File: config.mk
export PLATFORM = sky130hd
export DESIGN_NAME = timing_sequencer
export DESIGN_NICKNAME = d
export VERILOG_FILES = /design/src/rtl/timing_sequencer.sv
export SDC_FILE = /design/constraint.sdc
export NUM_CORES = 1
export LEC_CHECK = 0
export ABC_AREA = 1
export CORE_MARGIN = 1
export CORE_UTILIZATION = 45
export CTS_BUF_LIST = sky130_fd_sc_hd__clkbuf_8
export DETAILED_ROUTE_END_ITERATION = 6
export GPL_TIMING_DRIVEN = 0
export PLACE_DENSITY = 0.68
export SLEW_MARGIN = 20
export SYNTH_ARGS = -nofsm -noshare
export SYNTH_HDL_FRONTEND = slang
export SYNTH_SLANG_ARGS = --single-unit
File: constraint.sdc
create_clock -name clk -period 3 [get_ports clk]
set_clock_uncertainty 0.05 [all_clocks]
set_input_delay 0.3 -clock clk [delete_from_list [all_inputs] [get_ports clk]]
set_output_delay 0.3 -clock clk [all_outputs]
set_load 0.01 [all_outputs]
File: src/rtl/timing_sequencer.sv
// One-hot phase sequencer: PHASES phases of a latched width, optional loop, abort.
// Define TIMING_SEQ_GAP_EN to insert one idle GAP cycle between phases and at the loop wrap.
module timing_sequencer #(
  parameter int PHASES = 4,
  parameter int CNT_W  = 8,
  parameter int IDX_W  = 4
) (
  input  logic              clk,
  input  logic              rst_n,
  input  logic              sta,
  input  logic              abort,
  input  logic              loop,
  input  logic [CNT_W-1:0]  width,
  output logic [PHASES-1:0] q,
  output logic [IDX_W-1:0]  phase,
  output logic              busy,
  output logic              done
);

`ifdef TIMING_SEQ_GAP_EN
  typedef enum logic [1:0] {IDLE = 2'd0, RUN = 2'd1, GAP = 2'd2, DONE = 2'd3} state_t;
`else
  typedef enum logic [1:0] {IDLE = 2'd0, RUN = 2'd1, DONE = 2'd3} state_t;
`endif

  localparam logic [IDX_W-1:0]  LAST = IDX_W'(PHASES - 1);
  localparam logic [PHASES-1:0] ONE  = PHASES'(1);

  state_t             state, state_n;
  logic [IDX_W-1:0]   idx, idx_n;
  logic [CNT_W-1:0]   cnt, cnt_n;
  logic [CNT_W-1:0]   w_lat, w_n;
  logic [CNT_W-1:0]   w_start;
  logic               sta_q;
  logic               start_ev;

  assign start_ev = sta & ~sta_q;
  assign w_start  = (width == '0) ? CNT_W'(1) : width;

  always_ff @(posedge clk or negedge rst_n) begin
    if (!rst_n) begin
      state <= IDLE;
      idx   <= '0;
      cnt   <= '0;
      w_lat <= '0;
      sta_q <= 1'b0;
    end else begin
      state <= state_n;
      idx   <= idx_n;
      cnt   <= cnt_n;
      w_lat <= w_n;
      sta_q <= sta;
    end
  end

  always_comb begin
    state_n = state;
    idx_n   = idx;
    cnt_n   = cnt;
    w_n     = w_lat;
    case (state)
      IDLE: begin
        if (start_ev && !abort) begin
          state_n = RUN;
          idx_n   = '0;
          cnt_n   = '0;
          w_n     = w_start;
        end
      end
      RUN: begin
        if (abort) begin
          state_n = IDLE;
          idx_n   = '0;
          cnt_n   = '0;
        end else if (cnt == w_lat - CNT_W'(1)) begin
          cnt_n = '0;
          // Entering GAP already carries the next index so phase shows it during the gap.
          if (idx != LAST) begin
            idx_n = idx + IDX_W'(1);
`ifdef TIMING_SEQ_GAP_EN
            state_n = GAP;
`endif
          end else if (loop) begin
            idx_n = '0;
            w_n   = w_start;
`ifdef TIMING_SEQ_GAP_EN
            state_n = GAP;
`endif
          end else begin
            idx_n   = '0;
            state_n = DONE;
          end
        end else begin
          cnt_n = cnt + CNT_W'(1);
        end
      end
`ifdef TIMING_SEQ_GAP_EN
      GAP: begin
        if (abort) begin
          state_n = IDLE;
          idx_n   = '0;
        end else begin
          state_n = RUN;
        end
      end
`endif
      DONE: begin
        state_n = IDLE;
        idx_n   = '0;
      end
      default: begin
        state_n = IDLE;
        idx_n   = '0;
        cnt_n   = '0;
      end
    endcase
  end

  assign q     = (state == RUN) ? (ONE << idx) : '0;
  assign phase = idx;
  assign busy  = (state != IDLE);
  assign done  = (state == DONE);

endmodule

* Word level (Yosys, flattened, before mapping)
Cells that the tools add are included.
** Cells by class
- Equal/unequal tests :: 12
- Bitwise logic cells :: 3
- Muxes and demuxes :: 23
- Shift-type cells :: 1
- $add $sub $neg :: 3
- Reductions and logical operators :: 10
** Operators with widths (count)
- 2-to-1 mux 8 bit :: 9
- case mux 8 bit (3 select lines) :: 1
- 2-to-1 mux 4 bit :: 5
- case mux 8 bit (2 select lines) :: 1
- 2-to-1 mux 2 bit :: 5
- != test 2 bit (second input constant) :: 5
- != test 3 bit (second input constant) :: 3
- adder 8 x 1 -> 8 bit (second input constant) :: 1
- == test 8 bit :: 1
- logical NOT 8 bit :: 1
- case mux 4 bit (2 select lines) :: 1
- subtractor 8 x 1 -> 8 bit (second input constant) :: 1
- AND reduction 6 bit :: 1
- adder 4 x 1 -> 4 bit (second input constant) :: 1
- != test 4 x 2 -> 1 bit (second input constant) :: 1
- case mux 2 bit (2 select lines) :: 1
- AND reduction 2 bit :: 2
- AND reduction 4 bit :: 1
- nonzero test 2 bit :: 2
- left shift 1 x 4 -> 4 bit (first input constant) :: 1
- == test 2 x 1 -> 1 bit (second input constant) :: 1
- == test 2 bit (second input constant) :: 1
- logical NOT 2 bit :: 1
- NOT 1 bit :: 2
- 3 further kinds :: 3
** Word-level totals
- Output and inout bits :: 10
- Register bits after elaboration :: 23
- Logic and storage cells :: 57
- Input port bits :: 13

* Depth between registers and ports, before layout
Gate-level depths: netlist (run 1).
- Depth after elaboration :: 7
- Gate-level depth with buffers :: 14
- Mapped depth without buffers :: 14

* Least setup slack after synthesis (run 1)
OpenSTA, ideal clock, no wires.
- Path kind :: register to register
- Start point :: register w_lat[0]
- End point :: register idx[2], in the netlist phase[2]
- Setup time :: 0.118 ns
- Required time :: 2.832 ns
- Buffers on the path :: 0
- Cell stages (with the launch flop) :: 15
- Arrival time :: 1.584 ns
- Period minus slack after synthesis :: 1.752 ns
- Path slack :: 1.248 ns
- Cell sequence :: dfrtp_1 inv_2 ha_1 nand2_1 inv_1 nor2_1 nand2_1 nor2_2 nand3_2 nor2_4 nand2_2 nand2_4 nand2_4 nand2_1 o21ai_2
** On the way
- Cells in the longest elaborated chain, start to end :: 4
** RTL lines
- start, declared :: line 32 : logic [CNT_W-1:0] w_lat, w_n;
- start signal, assigned :: line 51 : w_lat <= w_n;
- subtractor 8 x 1 -> 8 bit :: line 75 : end else if (cnt == w_lat - CNT_W'(1)) begin
- == test 8 bit :: line 75
- != test 3 bit (no source line)
- AND reduction 2 bit (no source line)
- end signal, assigned :: line 49 : idx <= idx_n;
- end, declared :: line 30 : logic [IDX_W-1:0] idx, idx_n;
No other way between the ends.
A chain may end at the register's enable or synchronous reset.

* Worst setup path after layout (run 1)
- Start point :: register state[1]
- End point :: output q[0]
** On the way
- Cells in the longest elaborated chain, start to end :: 2
** RTL lines
- start, declared :: line 29 : state_t state, state_n;
- start signal, assigned :: line 48 : state <= state_n;
- == test 2 x 1 -> 1 bit :: line 119 : assign q = (state == RUN) ? (ONE << idx) : '0;
- 2-to-1 mux 4 bit :: line 119
- end, declared :: line 14 : output logic [PHASES-1:0] q,
No other way between the ends.

==> results of run 1 <==
## where the power goes
part	switching [mW]	total, mW	internal [mW]
logic	0.495	0.804	0.309
registers	0.107	0.502	0.395
clock network	0.0954	0.187	0.0913
total	0.698	1.49	0.795
## area by class of cell
| type | count | area [um^2] | share of cell area |
|---|---|---|---|
| tap | 44 | 55.05 | 0.02973 |
| timing repair buffer | 22 | 215.2 | 0.1162 |
| inverter | 25 | 93.84 | 0.05068 |
| buffer | 1 | 3.754 | 0.002027 |
| clock inverter | 1 | 3.754 | 0.002027 |
| sequential | 23 | 575.6 | 0.3108 |
| clock buffer | 3 | 41.29 | 0.02230 |
| multi-input combinational | 154 | 863.3 | 0.4662 |
## routing by layer
| layer | global-route usage | vias to the layer above | wire [um] |
|---|---|---|---|
| li1 | - | 704 | - |
| met1 | 0.2390 | 628 | 1414 |
| met2 | 0.3532 | 23 | 1542 |
| met3 | 0.02772 | 5 | 86 |
| met4 | 0.04870 | 0 | 29 |
| met5 | 0 | - | 0 |
## kinds of logic (layout without fill, tap and decap cells)
kind of cell,Yosys count,count (layout)
buffers and inverters,26,52
AOI/OAI and AO/OA,11,11
adders and majority gates,3,3
and+or+nand+nor,128,128
xor gates and xnor gates,12,12
DFF,23,23
## flip-flops by register name (all words and copies together), names as in the netlist
signal	count
cnt	8
phase	4
sta_q	1
state	2
w_lat	8
## worst min path at each step
stage | from | to | cells past startpoint | slack, ns
6_report | rst_n | sta_q | 1 | -0.05
5_1_grt | rst_n | state[0] | 1 | 0.006
4_1_cts | w_lat[0] | w_lat[0] | 2 | 0.49
3_5_place_dp | w_lat[0] | w_lat[0] | 2 | 0.47
3_3_place_gp | w_lat[1] | w_lat[1] | 2 | 0.47
2_1_floorplan | rst_n | cnt[0] | 0 | -0.05
## worst max-delay path: cells and delay by family (launching register included)
kind / cells / cell delay [ns]
flops: 1 / 0.43
simple gates: 2 / 0.50
buf+inv: 2 / 0.77
## cell usage after synthesis
cell type,n,area [um^2]
dfrtp_1,23,575.6
a21oi_2,1,8.760
nor3_2,1,10.01
inv_1,20,75.07
xnor2_1,3,26.28
or2_2,1,6.260
a21o_1,1,7.510
nand2_1,54,202.7
inv_2,5,18.77
ha_1,3,37.54
a31oi_4,1,21.27
nand3_1,18,90.09
nand2_2,3,18.77
nor2_1,26,97.59
nand3b_1,1,7.510
nor4_1,5,31.28
o21ai_1,1,5.000
nor2_4,2,22.52
nand2_4,4,45.04
nor2_2,4,25.02
nand3_2,2,20.02
a21oi_1,2,10.01
o21ai_2,4,35.03
clkbuf_1,1,3.750
nor3_1,3,15.01
xor2_1,9,78.83
nand4_1,4,25.02
a21oi_4,1,16.27
==> metrics.md, run 1 <==
| Metric | Value |
|---|---|
| Synthesis Warnings | `0` |
| Synth cell types | `28` |
| Fill cells | `around 320` |
| Compound-cell area share of the yosys netlist | `0.06759` |
| Critical path arrival | `roughly 2.0 ns` |
| Worst-path maximum fanout | `5` |
| Final hold vios | `23` |
| First-pass GRT wire length | `5340 um` |
| Final Max Slew Viols | `0` |
| Routed vias/inst | `4.982` |
| Fin Setup TNS | `0 ns` |
| Worst R2R Start | `w_lat[0]` |
| Root Driver | `clkbuf_8` |
| Clock period minus worst slack | `roughly 2.3 ns` |
| Hold Path Class | `primary input to asynchronous set/reset pin` |
| RSZ-0062 raised after global routing | `false` |
| Die X | `60.43 um` |
| Tot Pwr | `1.493 mW` |
| Most common cell after layout, fill and taps aside | `nand2_1` |
| Antenna-violating nets left | `0` |
| Crit path to | `q[0]` |
| Tcrit/Tclk final | `0.7713` |
| Num CTS Buffers | `3` |
| Gp weighted congestion | `0.8117` |
| Crit end category | `output port` |
| LEAKAGE | `approximately 0.88 nW` |
| Layout overhead on the synthesized area | `20.52%` |
| Synth Area in XOR/XNOR | `0.06840` |
| # Post-CTS Setup Buffers | `0` |
| Fin util | `0.5873` |
| GRT overflow | `0` |
| CP required | `between 2 and 3 ns` |
| Slew headroom | `0.6506` |
| CP startpoint kind | `flip-flop` |
| Pin count of the biggest net entering global routing | `24` |
| Non-filler instance count after layout | `approximately 270` |
| Most frequent cells in the layout | `nand2_1 (54), nor2_1 (26), dfrtp_1 (23)` |
| DIE AREA | `3652 um^2` |
| Post-placement cell count | `269` |
| CORE AREA | `3153 um^2` |
| Initial antenna violation count | `0` |
| Highest Clock Rate | `432.2 MHz` |
| Reg2Reg Capture Point | `w_lat[0]` |
| Post-Syn Nets | `around 220` |
| Crit-path cells | `nor2_1 -> inv_1 -> nor4_1 -> clkdlybuf4s50_1` |
| Clock-pin slew on the worst setup and hold paths | `around 0.08 ns` |
| Worst-Margin Slew | `0.5241 ns` |
| Status | `finished, violations left` |
| Post-Synth Simple-Gate Area | `0.4015` |
| # rows | `20` |
| Initial Utilization | `0.4873` |
| Final instance area | `1852 um^2` |
| H-Tree Depth | `1` |
| Routed length per instance | `around 11 um` |
| CTS tree | `done` |
| Mapped Cells | `approximately 200` |
| Mean post-synth cell area | `7.569 um^2` |
| Setup ws final | `0.6861 ns` |
| Vias post-DR | `1360` |
| Count of buffers from port buffering | `22` |
| Reg2reg setup slack | `1.04 ns` |
| Final nets | `246` |
| Residual DRC | `0` |
| WS Path Type | `flip-flop to output port` |
| Ports | `23` |
| Post-synthesis mux area share | `0` |
| Maxcap violations | `0` |
| # diodes | `0` |
| Adder-cell share of the synthesized area | `0.02443` |
| Register bit total from synthesis | `23` |
| Endpoints failing setup | `0` |
| Max stage delay cell, worst path | `clkdlybuf4s50_1` |
| Resized Gates After CTS | `0` |
| Share of cells above drive strength 1 | `0.1441` |
| Post-DP Area | `about 1800 um^2` |
| Violated checks | `hold timing` |
| Largest stage delay, worst path | `approximately 0.6 ns` |
| Critical Path Source | `state[1]` |
| Netlist Area Pre-Place | `1536 um^2` |
| Die height | `between 60 and 70 um` |
| Final wirelength | `3072 um` |
| First DRT Iteration DRCs | `67` |
| Final hold slack | `-0.04735 ns` |
| Post-DP HPWL | `2438 um` |
| Max clock buf depth | `2` |
| First-pass detailed-route iteration total | `5` |
| Hold Buf Count CTS | `0` |
| Pwr Density | `around 810 nW/um^2` |
| Skew-Pair Late Insertion Delay | `roughly 0.26 ns` |
| DP Worst Slack | `1.008 ns` |
| Largest family of logic cells by synthesized area | `simple AND/OR/NAND/NOR gates` |
| GR Util All Layers | `0.1936` |
| Post-synthesis sequential area ratio | `0.3746` |
| CTS Sinks | `23` |
| Worst r2r path cells | `14` |
| Worst VDD drop | `about 320 uV` |
| Vias in the first global route | `roughly 1300` |
No activity file was read; power rests on OpenSTA's default activity.
==> inputs of run 2 (changes only) <==
==> constraint.sdc (replaced) <==
create_clock -name clk -period 2.3 [get_ports clk]
set_clock_uncertainty 0.05 [all_clocks]
set_input_delay 0.23 -clock clk [delete_from_list [all_inputs] [get_ports clk]]
set_output_delay 0.23 -clock clk [all_outputs]
set_load 0.01 [all_outputs]
==> run 2 against run 1 <==
Net effect:
- the run now ends clean
- critical path type unchanged
- wire length fell by 0.55%
- first-iteration DRC count fell by 7.5%
- core utilization rose by 0.48 points
- clock power rose by 30%
- largest power group unchanged
- sequential share of layout area fell by 0.25 points
- highest routed layer unchanged
- die area did not move
- clock-buffer cell count did not move
- via count fell by 0.15%
- final area rose by 0.81%
- register-to-register slack got worse by 0.71 ns
==> metrics.md, run 2 (synthesis gave the netlist of run 1 again) <==
| Metric | Value |
|---|---|
| Crit-path cells | `nor2_2 -> inv_1 -> nor4_1 -> clkdlybuf4s50_1` |
| Clock period minus worst slack | `~2.1 ns` |
| Final Max Slew Viols | `0` |
| Worst r2r path cells | `14` |
| Initial antenna violation count | `0` |
| Top Layer Used | `met4` |
| # diodes | `0` |
| Vias in the first global route | `between 1000 and 1500` |
| Final nets | `~250` |
| Status | `complete, no violations` |
| CP startpoint kind | `flip-flop` |
| Layout overhead on the synthesized area | `21.50%` |
| Hold Path Class | `primary input to asynchronous set/reset pin` |
| Root Driver | `clkbuf_8` |
| CP required | `a little over 2 ns` |
| Worst R2R Start | `w_lat[0]` |
| DIE AREA | `3652 um^2` |
| Vias post-DR | `around 1400` |
| Die X | `between 60 and 70 um` |
| Gp weighted congestion | `0.8117` |
| CORE AREA | `3153 um^2` |
| Clock-pin slew on the worst setup and hold paths | `approximately 0.080 ns` |
| LEAKAGE | `0.9066 nW` |
| Met2 wire length | `between 1500 and 2000 um` |
| # rows | `20` |
| First-pass detailed-route iteration total | `4` |
| Residual DRC | `0` |
| Tcrit/Tclk final | `0.9294` |
| First DRT Iteration DRCs | `62` |
| Endpoints failing setup | `0` |
| Max stage delay cell, worst path | `clkdlybuf4s50_1` |
| RSZ-0062 raised after global routing | `false` |
| DP Worst Slack | `roughly 0.34 ns` |
| Antenna-violating nets left | `0` |
| WS Path Type | `flip-flop to output port` |
| Skew-Pair Late Insertion Delay | `roughly 0.26 ns` |
| Num CTS Buffers | `3` |
| Routed length per instance | `roughly 11 um` |
| H-Tree Depth | `1` |
| Routed vias/inst | `around 5` |
| Critical Path Source | `state[1]` |
| CTS Sinks | `23` |
| Worst-Margin Slew | `0.5237 ns` |
| Highest Clock Rate | `roughly 470 MHz` |
| GRT overflow | `0` |
| Area of the multi-input gates | `between 800 and 900 um^2` |
| GR Util All Layers | `0.1936` |
| Ports | `23` |
| Fin Setup TNS | `0 ns` |
| Largest stage delay, worst path | `between 0.5 and 0.6 ns` |
| Setup ws final | `around 0.16 ns` |
| Most common cell after layout, fill and taps aside | `nand2_1` |
| First-pass GRT wire length | `between 5000 and 6000 um` |
| Worst-path maximum fanout | `5` |
| Max clock buf depth | `2` |
| Critical path arrival | `~1.9 ns` |
| Final wirelength | `about 3100 um` |
| Die height | `about 60 um` |
| Maxcap violations | `0` |
| Worst VDD drop | `~420 uV` |
| Share of cells above drive strength 1 | `0.1478` |
| # Post-CTS Setup Buffers | `0` |
| Sequential cell area | `roughly 580 um^2` |
| DRT met1 WL | `approximately 1400 um` |
| Post-DP HPWL | `between 2000 and 2500 um` |
| Fill cells | `approximately 310` |
| Pin count of the biggest net entering global routing | `24` |
| Most frequent cells in the layout | `nand2_1 (54), nor2_1 (25), dfrtp_1 (23)` |
| Final hold vios | `0` |
| CTS tree | `done` |
| Count of buffers from port buffering | `22` |
| Pwr Density | `about 1000 nW/um^2` |
| Fin util | `0.5921` |
| Slew headroom | `0.6508` |
| Routed length on met3 | `roughly 90 um` |
| Crit end category | `output port` |
| Initial Utilization | `0.4873` |
## run 2: cell count changes in the layout (fill, tap and decap cells not counted)
cell and delta:
clkdlybuf4s50_1 -1, dlymetal6s2s_1 +1, dlygate4sd3_1 +1, nor2_1 -1
nor2_2 +1
## run 2: final timing paths
check / slack, ns / to
max: 0.16 / q[0]
min: 0.42 / sta_q
max reg2reg: 0.33 / w_lat[0]
min reg2reg: 0.48 / w_lat[0]
max in group asynchronous: 1.43 / cnt[5]
min in group clk: 0.44 / sta_q
## run 2: power by group
part	internal, mW	total, mW	leakage (nW)	switching (mW)
registers	0.515	0.655	0.302	0.139
logic	0.405	1.05	0.578	0.646
clock network	0.119	0.243	0.0269	0.124
total	1.04	1.95	0.907	0.909
## run 2: worst max-delay path: cells and delay by family (launching register included)
| family | cells | cell delay [ns] |
|---|---|---|
| flip-flops | 1 | 0.43 |
| AND/OR/NAND/NOR | 2 | 0.42 |
| buffers and inverters | 2 | 0.74 |
## run 2: layout make-up
class,count,share of cell area
multi-input combinational,154,0.4638
sequential,23,0.3083
timing repair buffer,23,0.1220
inverter,25,0.05027
tap,44,0.02949
clock buffer,3,0.02212
clock inverter,1,0.002011
buffer,1,0.002011
## run 2: layer usage
metal  GRT usage  up-vias
met4     0.04870        0
li1            -      704
met2      0.3532       25
met1      0.2390      622
met3     0.02772        7
met5           0        -
## run 2: per-stage QoR
step | cell area (um^2) | std cells | hold WS (ns) | power, mW
2_1_floorplan | 1536 | 203 | -0.1156 | 1.438
3_3_place_gp | 1812 | 269 | 0.4712 | 1.683
3_5_place_dp | 1812 | 269 | 0.4714 | 1.714
4_1_cts | 1857 | 273 | 0.4395 | 1.965
5_1_grt | 1867 | 274 | 0.4552 | 2.142
6_report | 1867 | 274 | 0.4166 | 1.949
## run 2: what timing repair did
item / CTS / global route
hold endpoints to repair: 0 / 23
resized for setup: 0 / 2
hold buffers: 0 / 1
setup endpoints to repair: 0 / 4
